## config.mk

```make
export PLATFORM = sky130hd
export DESIGN_NAME = fifo_buffer_flat
export DESIGN_NICKNAME = d
export VERILOG_FILES = /design/src/rtl/fifo_buffer_pkg.sv /design/src/rtl/fifo_buffer_if.sv /design/src/rtl/fifo_buffer_sync_fifo.sv /design/src/rtl/fifo_buffer.sv /design/src/flat_wrapper.sv
export SDC_FILE = /design/constraint.sdc
export NUM_CORES = 1
export LEC_CHECK = 0
export ABC_AREA = 1
export BUFFER_PORTS_ARGS = -buffer_cell sky130_fd_sc_hd__buf_2
export CAP_MARGIN = 25
export CORE_ASPECT_RATIO = 1.4
export CORE_MARGIN = 1
export CORE_UTILIZATION = 59
export CTS_CLUSTER_DIAMETER = 50
export DETAILED_ROUTE_END_ITERATION = 6
export MAX_ROUTING_LAYER = met4
export PLACE_DENSITY = 0.8
export SYNTH_ARGS = -nofsm -noshare
export SYNTH_HDL_FRONTEND = slang
export SYNTH_SLANG_ARGS = --single-unit
```

## constraint.sdc

```tcl
create_clock -name clock -period 3.3 [get_ports clock]
set_input_delay 0.165 -clock clock [delete_from_list [all_inputs] [get_ports clock]]
set_output_delay 0.165 -clock clock [all_outputs]
set_load 0.01 [all_outputs]
```

## src/rtl/fifo_buffer_pkg.sv

```systemverilog
// fifo_buffer_pkg: shared defaults, baud divisor and FSM encodings for the UART loopback buffer
package fifo_buffer_pkg;
  localparam int CLK_FREQ_DEF = 12_000_000;
  localparam int BAUD_DEF = 9600;
  localparam int DEPTH_DEF = 32;
  localparam int DATA_W_DEF = 8;
  typedef enum logic [1:0] {RX_IDLE, RX_START, RX_DATA, RX_STOP} rx_state_t;
  typedef enum logic [1:0] {TX_IDLE, TX_START, TX_DATA, TX_STOP} tx_state_t;
  function automatic int clks_per_bit(input int clk_freq, input int baud);
    return clk_freq / baud;
  endfunction
endpackage

```

## src/rtl/fifo_buffer_if.sv

```systemverilog
// fifo_buffer_if: serial lines of the loopback buffer (rx in, tx data out, tx2 line echo)
interface fifo_buffer_if;
  logic rx;
  logic tx;
  logic tx2;
  modport master (output rx, input tx, tx2);
  modport slave (input rx, output tx, tx2);
endinterface

```

## src/rtl/fifo_buffer_sync_fifo.sv

```systemverilog
// sync_fifo: single-clock FIFO with show-ahead output; pushes while full are dropped unless a pop frees a slot
module sync_fifo
  import fifo_buffer_pkg::*;
#(
  parameter int DATA_W = DATA_W_DEF,
  parameter int DEPTH = DEPTH_DEF
) (
  input  logic              clk,
  input  logic              rst,
  input  logic              push,
  input  logic              pop,
  input  logic [DATA_W-1:0] din,
  output logic [DATA_W-1:0] dout,
  output logic              full,
  output logic              empty
);
  localparam int AW = $clog2(DEPTH);
  logic [DATA_W-1:0] mem [DEPTH];
  logic [AW-1:0] wp, rp;
  logic [AW:0] count;
  logic wr, rd;
  assign full = count == (AW+1)'(DEPTH);
  assign empty = count == '0;
  assign rd = pop & ~empty;
  assign wr = push & (~full | rd);
  assign dout = mem[rp];
  always_ff @(posedge clk) begin
    if (wr) mem[wp] <= din;
  end
  always_ff @(posedge clk or posedge rst) begin
    if (rst) begin
      wp <= '0;
      rp <= '0;
      count <= '0;
    end else begin
      wp <= wp + AW'(wr);
      rp <= rp + AW'(rd);
      count <= count + (AW+1)'(wr) - (AW+1)'(rd);
    end
  end
endmodule

```

## src/rtl/fifo_buffer.sv

```systemverilog
// fifo_buffer: 8N1 UART receiver feeding a FIFO that is replayed on tx; tx2 echoes the synchronised rx line
module fifo_buffer
  import fifo_buffer_pkg::*;
#(
  parameter int CLK_FREQ = CLK_FREQ_DEF,
  parameter int BAUD = BAUD_DEF,
  parameter int DEPTH = DEPTH_DEF,
  parameter int DATA_W = DATA_W_DEF
) (
  input logic clock,
  input logic reset,
  fifo_buffer_if.slave uart
);
  localparam int C = clks_per_bit(CLK_FREQ, BAUD);
  localparam int H = C / 2;
  localparam int CW = $clog2(C);
  localparam int BW = $clog2(DATA_W);
  logic s1, s2, echo;
  rx_state_t rs, rs_n;
  tx_state_t ts, ts_n;
  logic [CW-1:0] rcnt, rcnt_n, tcnt, tcnt_n;
  logic [BW-1:0] rbit, rbit_n, tbit, tbit_n;
  logic [DATA_W-1:0] rsh, rsh_n, tsh, tsh_n, dout;
  logic ferr, ferr_n, push, push_n, pop, full, empty, txq, txq_n;
  sync_fifo #(.DATA_W(DATA_W), .DEPTH(DEPTH)) u_fifo (
    .clk(clock), .rst(reset), .push(push), .pop(pop),
    .din(rsh), .dout(dout), .full(full), .empty(empty)
  );
  // echo doubles as the previous synchronised sample for start-edge detection
  always_ff @(posedge clock or posedge reset) begin
    if (reset) {s1, s2, echo} <= 3'b111;
    else {s1, s2, echo} <= {uart.rx, s1, s2};
  end
  always_ff @(posedge clock or posedge reset) begin
    if (reset) begin
      rs <= RX_IDLE;
      rcnt <= '0;
      rbit <= '0;
      rsh <= '0;
      ferr <= 1'b0;
      push <= 1'b0;
    end else begin
      rs <= rs_n;
      rcnt <= rcnt_n;
      rbit <= rbit_n;
      rsh <= rsh_n;
      ferr <= ferr_n;
      push <= push_n;
    end
  end
  always_comb begin
    rs_n = rs;
    rcnt_n = rcnt + CW'(1);
    rbit_n = rbit;
    rsh_n = rsh;
    ferr_n = ferr;
    push_n = 1'b0;
    case (rs)
      RX_IDLE: begin
        rcnt_n = '0;
        ferr_n = 1'b0;
        rs_n = (echo & ~s2) ? RX_START : RX_IDLE;
      end
      RX_START: if (rcnt == CW'(H-1)) begin
        rcnt_n = '0;
        rbit_n = '0;
        rs_n = s2 ? RX_IDLE : RX_DATA;
      end
      RX_DATA: if (rcnt == CW'(C-1)) begin
        rcnt_n = '0;
        rsh_n = {s2, rsh[DATA_W-1:1]};
        rbit_n = rbit + BW'(1);
        rs_n = (rbit == BW'(DATA_W-1)) ? RX_STOP : RX_DATA;
      end
      RX_STOP: if (ferr) begin
        rcnt_n = '0;
        rs_n = s2 ? RX_IDLE : RX_STOP;
      end else if (rcnt == CW'(C-1)) begin
        rcnt_n = '0;
        push_n = s2 & ~full;
        ferr_n = ~s2;
        rs_n = s2 ? RX_IDLE : RX_STOP;
      end
      default: rs_n = RX_IDLE;
    endcase
  end
  always_ff @(posedge clock or posedge reset) begin
    if (reset) begin
      ts <= TX_IDLE;
      tcnt <= '0;
      tbit <= '0;
      tsh <= '0;
      txq <= 1'b1;
    end else begin
      ts <= ts_n;
      tcnt <= tcnt_n;
      tbit <= tbit_n;
      tsh <= tsh_n;
      txq <= txq_n;
    end
  end
  // txq is the registered line value for the state being entered
  always_comb begin
    ts_n = ts;
    tcnt_n = tcnt + CW'(1);
    tbit_n = tbit;
    tsh_n = tsh;
    txq_n = txq;
    pop = 1'b0;
    case (ts)
      TX_IDLE: begin
        tcnt_n = '0;
        if (!empty) begin
          pop = 1'b1;
          tsh_n = dout;
          txq_n = 1'b0;
          ts_n = TX_START;
        end
      end
      TX_START: if (tcnt == CW'(C-1)) begin
        tcnt_n = '0;
        tbit_n = '0;
        txq_n = tsh[0];
        ts_n = TX_DATA;
      end
      TX_DATA: if (tcnt == CW'(C-1)) begin
        tcnt_n = '0;
        if (tbit == BW'(DATA_W-1)) begin
          txq_n = 1'b1;
          ts_n = TX_STOP;
        end else begin
          tbit_n = tbit + BW'(1);
          tsh_n = tsh >> 1;
          txq_n = tsh[1];
        end
      end
      TX_STOP: if (tcnt == CW'(C-1)) begin
        tcnt_n = '0;
        ts_n = TX_IDLE;
      end
      default: ts_n = TX_IDLE;
    endcase
  end
  assign uart.tx = txq;
  assign uart.tx2 = echo;
endmodule

```

## src/flat_wrapper.sv

```systemverilog
// flat-port wrapper written by rule: the top's interface ports become plain ports
module fifo_buffer_flat import fifo_buffer_pkg::*;
#(
  parameter int CLK_FREQ = CLK_FREQ_DEF,
  parameter int BAUD = BAUD_DEF,
  parameter int DEPTH = DEPTH_DEF,
  parameter int DATA_W = DATA_W_DEF
)
  (clock, reset, uart_rx, uart_tx, uart_tx2);
  fifo_buffer_if uart_i ();
  input logic clock;
  input logic reset;
  input wire logic [$bits(uart_i.rx)-1:0] uart_rx;
  output wire logic [$bits(uart_i.tx)-1:0] uart_tx;
  output wire logic [$bits(uart_i.tx2)-1:0] uart_tx2;
  assign uart_i.rx = uart_rx;
  assign uart_tx = uart_i.tx;
  assign uart_tx2 = uart_i.tx2;
  fifo_buffer #(.CLK_FREQ(CLK_FREQ), .BAUD(BAUD), .DEPTH(DEPTH), .DATA_W(DATA_W)) u_core (.clock(clock), .reset(reset), .uart(uart_i));
endmodule
```

Yosys cells after proc, flatten, opt, wreduce, memory -nomap -nowiden --
Memories as Yosys holds them, arrays and structs flattened. Index checks and enable logic that the tools add are counted. W data, S select, Z words.
Storage, ports and cells: output and inout bits 2, register bits after elaboration 70, ROM bits 0, latch bits 0, RAM bits 256, logic and storage cells 118, memories kept 1
Cells by class: bitwise operators 8, multipliers 0, equality and inequality tests 21, reductions and logical operators 16, add/sub/neg operators 8, magnitude comparators 0, shifts and indexed selects 0, muxes and demuxes 47, divide/modulo/power cells 0
Memories:
- u_core.u_fifo.mem | depth 32, width 8, rd ports 1, clocked after Yosys merged registers in 0, wr ports 1, RTL line fifo_buffer_sync_fifo.sv:18 | logic [DATA_W-1:0] mem [DEPTH];
Operators by type and width (count):
- $mux W11 | 4
- $pmux W11 S4 | 1
- $mux W8 | 3
- $add A11 B1 Y11 const B | 2
- $eq A11 B11 Y1 const B | 2
- $mux W2 | 11
- $pmux W11 S2 | 1
- $pmux W2 S4 | 2
- $pmux W8 S2 | 1
- $mux W1 | 15
- $mux W3 | 5
- $ne A2 B1 Y1 const B | 6
- $pmux W3 S2 | 2
- $reduce_and A4 Y1 | 3
- $eq A11 B10 Y1 const B | 1
- $add A5 B1 Y5 | 2
- $eq A2 B2 Y1 const B | 4
- $reduce_bool A2 Y1 | 4
- $add A3 B1 Y3 const B | 2
- $add A6 B1 Y6 | 1
- $eq A3 B3 Y1 const B | 2
- $eq A6 B6 Y1 const B | 1
- $logic_not A6 Y1 | 1
- $reduce_and A3 Y1 | 2
- other kinds (14) | 22

Depth between registers and ports, before layout --
word-level depth 8, depth in mapped cells 15

Cells and area by module --
A second synthesis with hierarchy kept.
Unflattened totals: cells, all modules 1457, area, all modules 14584.0 um^2
Modules (own cells, without submodules):
- sync_fifo | cells an instance 1110, instances 1, area an instance 11761.3 um^2, seq. area each 8087.8 um^2
- fifo_buffer | cells an instance 347, instances 1, area an instance 2822.7 um^2, seq. area each 1356.3 um^2

Worst setup path before layout --
Ideal clock, no wire load.
path type flip-flop to flip-flop, start register u_core.ts[0], end register u_core.u_fifo.count[4], period minus slack after synthesis 2.321 ns, path slack 0.979 ns, required time 3.169 ns, arrival 2.190 ns, cell stages (with the launch flop) 13, path through dfrtp_1 > inv_1 > ha_1 > nand2_1 > inv_1 > o21ai_0 > ha_1 > inv_1 > ha_1 > fa_1 > a21oi_1 > o21ai_0 > xor2_1
Between the ends: cells in the longest elaborated chain, start to end 7
RTL lines:
- from (decl) | RTL line fifo_buffer.sv:20 | tx_state_t ts, ts_n;
- from (signal assigned) | RTL line fifo_buffer.sv:95 | ts <= ts_n;
- $logic_not A2 Y1 * | RTL line fifo_buffer.sv:110 | case (ts)
- $mux W1 * | RTL line fifo_buffer.sv:110
- $and A1 B1 Y1 * | RTL line fifo_buffer_sync_fifo.sv:24 | assign rd = pop & ~empty;
- $or A1 B1 Y1 | RTL line fifo_buffer_sync_fifo.sv:25 | assign wr = push & (~full | rd);
- $and A1 B1 Y1 | RTL line fifo_buffer_sync_fifo.sv:25
- $add A6 B1 Y6 | RTL line fifo_buffer_sync_fifo.sv:38 | count <= count + (AW+1)'(wr) - (AW+1)'(rd);
- $sub A6 B1 Y6 * | RTL line fifo_buffer_sync_fifo.sv:38
- to (signal assigned) | RTL line fifo_buffer_sync_fifo.sv:38
- to (decl) | RTL line fifo_buffer_sync_fifo.sv:20 | logic [AW:0] count;
Mark *: on every way between the ends. The rest lies on a longest branch, timed or not. A chain may end at the register's enable or synchronous reset.

Worst setup path after layout --
start register u_core.ts[1], end memory u_core.u_fifo.mem[30][6] in the netlist's numbering (enable)
Between the ends: cells in the longest elaborated chain, start to end 7
RTL lines:
- $logic_not A2 Y1 | RTL line fifo_buffer.sv:110
- $mux W1 | RTL line fifo_buffer.sv:110
- $and A1 B1 Y1 | RTL line fifo_buffer_sync_fifo.sv:24
- $or A1 B1 Y1 | RTL line fifo_buffer_sync_fifo.sv:25
- $and A1 B1 Y1 | RTL line fifo_buffer_sync_fifo.sv:25
- $mux W1 | RTL line fifo_buffer_sync_fifo.sv:28 | if (wr) mem[wp] <= din;
- $mux W1 (implied by the code) | RTL line fifo_buffer_sync_fifo.sv:28
- to (decl) | RTL line fifo_buffer_sync_fifo.sv:18
Every way passes these cells.

==> impl_metrics.ini <==
[critical_path]
worst-path-buf-inv = 3
cp-start-kind = flip-flop
worstPathRequired_ns = 3.47
path_common_cell = inv_1
slowest_delay_ns = 0.70
worst-setup-path-type = flip-flop to flip-flop
critPathTopFamily = simple AND/OR/NAND/NOR gates
arrival_ns = 2.92
path_cells = inv_1 > ha_1 > nand2_1 > inv_1 > o21ai_0 > inv_1 > nand2_1 > nor2_1
crit_fanout = 8
cp_slowest_cell = nor2_1
end_kind = flip-flop

[sta]
finalHoldViolCount = 0
rsz0062_at_grt = false
max_freq_mhz = 363.8
fin_ws_ns = 0.5516
fin_setup_tns_ns = 0
slew_headroom_pct = 41.52
finalClockSkew_ns = 0.01576
worstMarginPinSlew_ns = 0.8771
setup_violations = 0
fin_crit_ns = 2.748
finalCritPeriodShare_pct = 83.29
slew_violations = 0

[synth]
synth_common_cells = edfxtp_1, nor2_1, nand2_1
synth.most_common_cell = edfxtp_1
ys_seq_elements = 326
synth_top_area_share_pct = 54.99
yosys-top-cells-area = edfxtp_1, dfrtp_1, nor2_1
synth_cell_types = 41
syn-num-nets = 1280
async_flop_share_pct = 21.47
yosys.area.top_type = edfxtp_1
yosys_warnings = 0
synth.yosys.seq_area_share_pct = 67.56
synthFlopType = edfxtp_1
synth_enable_flop_cells = 256
synth_cells = 1245
synth_area_um2 = 13980
syn_area_per_cell_um2 = 11.23

[placed_design]
numPortBuffers = 4
dp_hpwl_um = 19630
place_area_um2 = 14240
dp_slack_ns = 0.5670
place_congestion = 0.9701

[drt]
routed_via_density = 5.791
ant_nets = 0
drt-pass1-iter-count = 5
num_vias = 9138
drt-total-wl_um = 31200
avgRoutedWirePerCell_um = 19.77
drtIter0Drc = 903
drc = 0

[final_layout]
drive_gt1_share_pct = 6.840
fin_area_um2 = 15130
n_fill_cell = 1624
area_delta_synth_final_pct = 8.207
nets = 1285
antenna_cells = 0

[run]
maxCapViolations = 0

[clock_network]
clk_latency_ns = 0.55
root_buffer = clkbuf_16
clock-sinks = 326
clock_path_buffers = 3
cts_buffers = 28
h-tree-depth = 1
cts_setup_buffers = 0
path_clk_slew_ns = 0.06
cts_tree = yes

[global_routing]
overflow = 0
antenna_found_initial = 0
gr-usage-all-layers_pct = 27.38
grt_pass1_wl_um = 48850
grt_max_degree = 120
grt_pass1_vias = 9236

[power]
power.leakage_nw = 5.308
peakVddDrop_uv = 593.4
seqPwrFrac_pct = 57.0
powerDensity_nw_per_um2 = 513.2
p_clk_share_pct = 40.1
sw_frac_of_total_pct = 20.30
power_mw = 7.763
p_int_mw = 6.187
combPwrFrac_pct = 2.9
p_sw_mw = 1.576

[min_path]
hold_path_class = input port to async pin

[floorplanning]
die_w_um = 132.1
row_count = 66
die_h_um = 184.1
start_util_pct = 60.24
dieArea_um2 = 24320
num_io_pins = 5
core_region_area_um2 = 23200

[run_status]
status = complete, no violations
## power groups by stage
stage,registers (mW),clock network (mW),logic (mW)
global placement,4.51,0,0.221
floorplan,4.51,0,0.175
finish,4.43,3.11,0.226
detailed placement,4.52,0,0.226
global route,4.43,3.30,0.259
CTS,4.43,3.13,0.230
## path summary, 6_finish.rpt
check | end | depth (start not counted) | startpoint | slack, ns
worst max-delay path | u_core.u_fifo.mem[30][6] | 8 | u_core.ts[1] | 0.55
worst min-delay path | u_core.tcnt[2] | 3 | reset | 0.26
worst max register to register | u_core.u_fifo.mem[30][6] | 8 | u_core.ts[1] | 0.55
worst min register to register | u_core.s2 | 0 | u_core.s1 | 0.36
max in group asynchronous | u_core.uart.tx | 4 | reset | 2.25
min in group clock | u_core.s1 | 2 | uart_rx | 0.27
## flip-flops by register name, summed over array words and instances, names as in the netlist, 2 cells and up, named ones only
register / flops
u_core.rbit: 3
u_core.tcnt: 11
u_core.u_fifo.count: 6
u_core.tbit: 3
u_core.u_fifo.wp: 5
u_core.u_fifo.mem: 256
u_core.rsh: 8
u_core.ts: 2
u_core.u_fifo.rp: 5
u_core.rcnt: 11
u_core.tsh: 8
## stage by stage
stage	utilization (%)	hold slack, ns	cells
3_5_place_dp	61.38	0.2719	1524
3_3_place_gp	61.38	0.2702	1524
4_1_cts	65.19	0.2563	1578
5_1_grt	65.19	0.2744	1578
2_1_floorplan	-	0.1695	1245
6_report	65.19	0.2589	1578
## layout by cell type, fill, tap and decap left out, types with 3 or more instances in the layout
master,instances
or2_0,4
clkinv_2,6
clkinv_1,6
o211ai_1,35
clkbuf_1,10
nor2_1,254
dfrtp_1,59
clkbuf_16,29
buf_2,4
ha_1,31
buf_4,18
inv_1,72
o21ai_0,90
dfstp_2,4
nand4_1,6
nand2_1,177
a21oi_1,34
nor3_1,7
dfrtp_2,6
inv_2,3
nand3_1,69
edfxtp_1,256
buf_12,3
o21ai_1,38
xnor2_1,6
or2_1,3
xor2_1,17
## per-layer routing
layer  wire [um]  vias up  share of wire, %  global-route usage, %
li1            -     4264                 -                      -
met1       11290     4390                36                  30.46
met2       16330      375                52                  48.04
met3        2093      109               6.7                  3.988
met4        1489        0               4.8                  14.09
met5           0        -                 0                      -
## repair_timing
action | CTS | global route
gates resized for setup | 0 | 0
hold buffers | 2 | 0
endpoints found under the hold margin | 27 | 0
endpoints found under the setup margin | 0 | 0
## worst min-delay path: stages
cell	delay, ns
dlygate4sd3_1	0.53
buf_2	0.12
inv_2	0.45
## cells by family after synthesis
kind of cell | count (synthesis) | share of synthesized area, %
AO/OA/AOI/OAI | 201 | 7.930
buffers and inverters | 131 | 4.609
XOR/XNOR | 23 | 1.441
AND/OR/NAND/NOR | 532 | 15.55
flip-flops | 326 | 67.56
adder cells (fa/ha/maj) | 32 | 2.918
## cell type report
cell class / count / area [um^2] / area share (%)
tap: 306 / 382.9 / 2.531
clock inverter: 12 / 86.33 / 0.5707
multi-input combinational: 788 / 3891 / 25.72
timing repair buffer: 27 / 235.2 / 1.555
sequential: 326 / 9455 / 62.51
inverter: 79 / 299.0 / 1.977
clock buffer: 40 / 777.0 / 5.136
No activity file was read; power rests on OpenSTA's default activity.
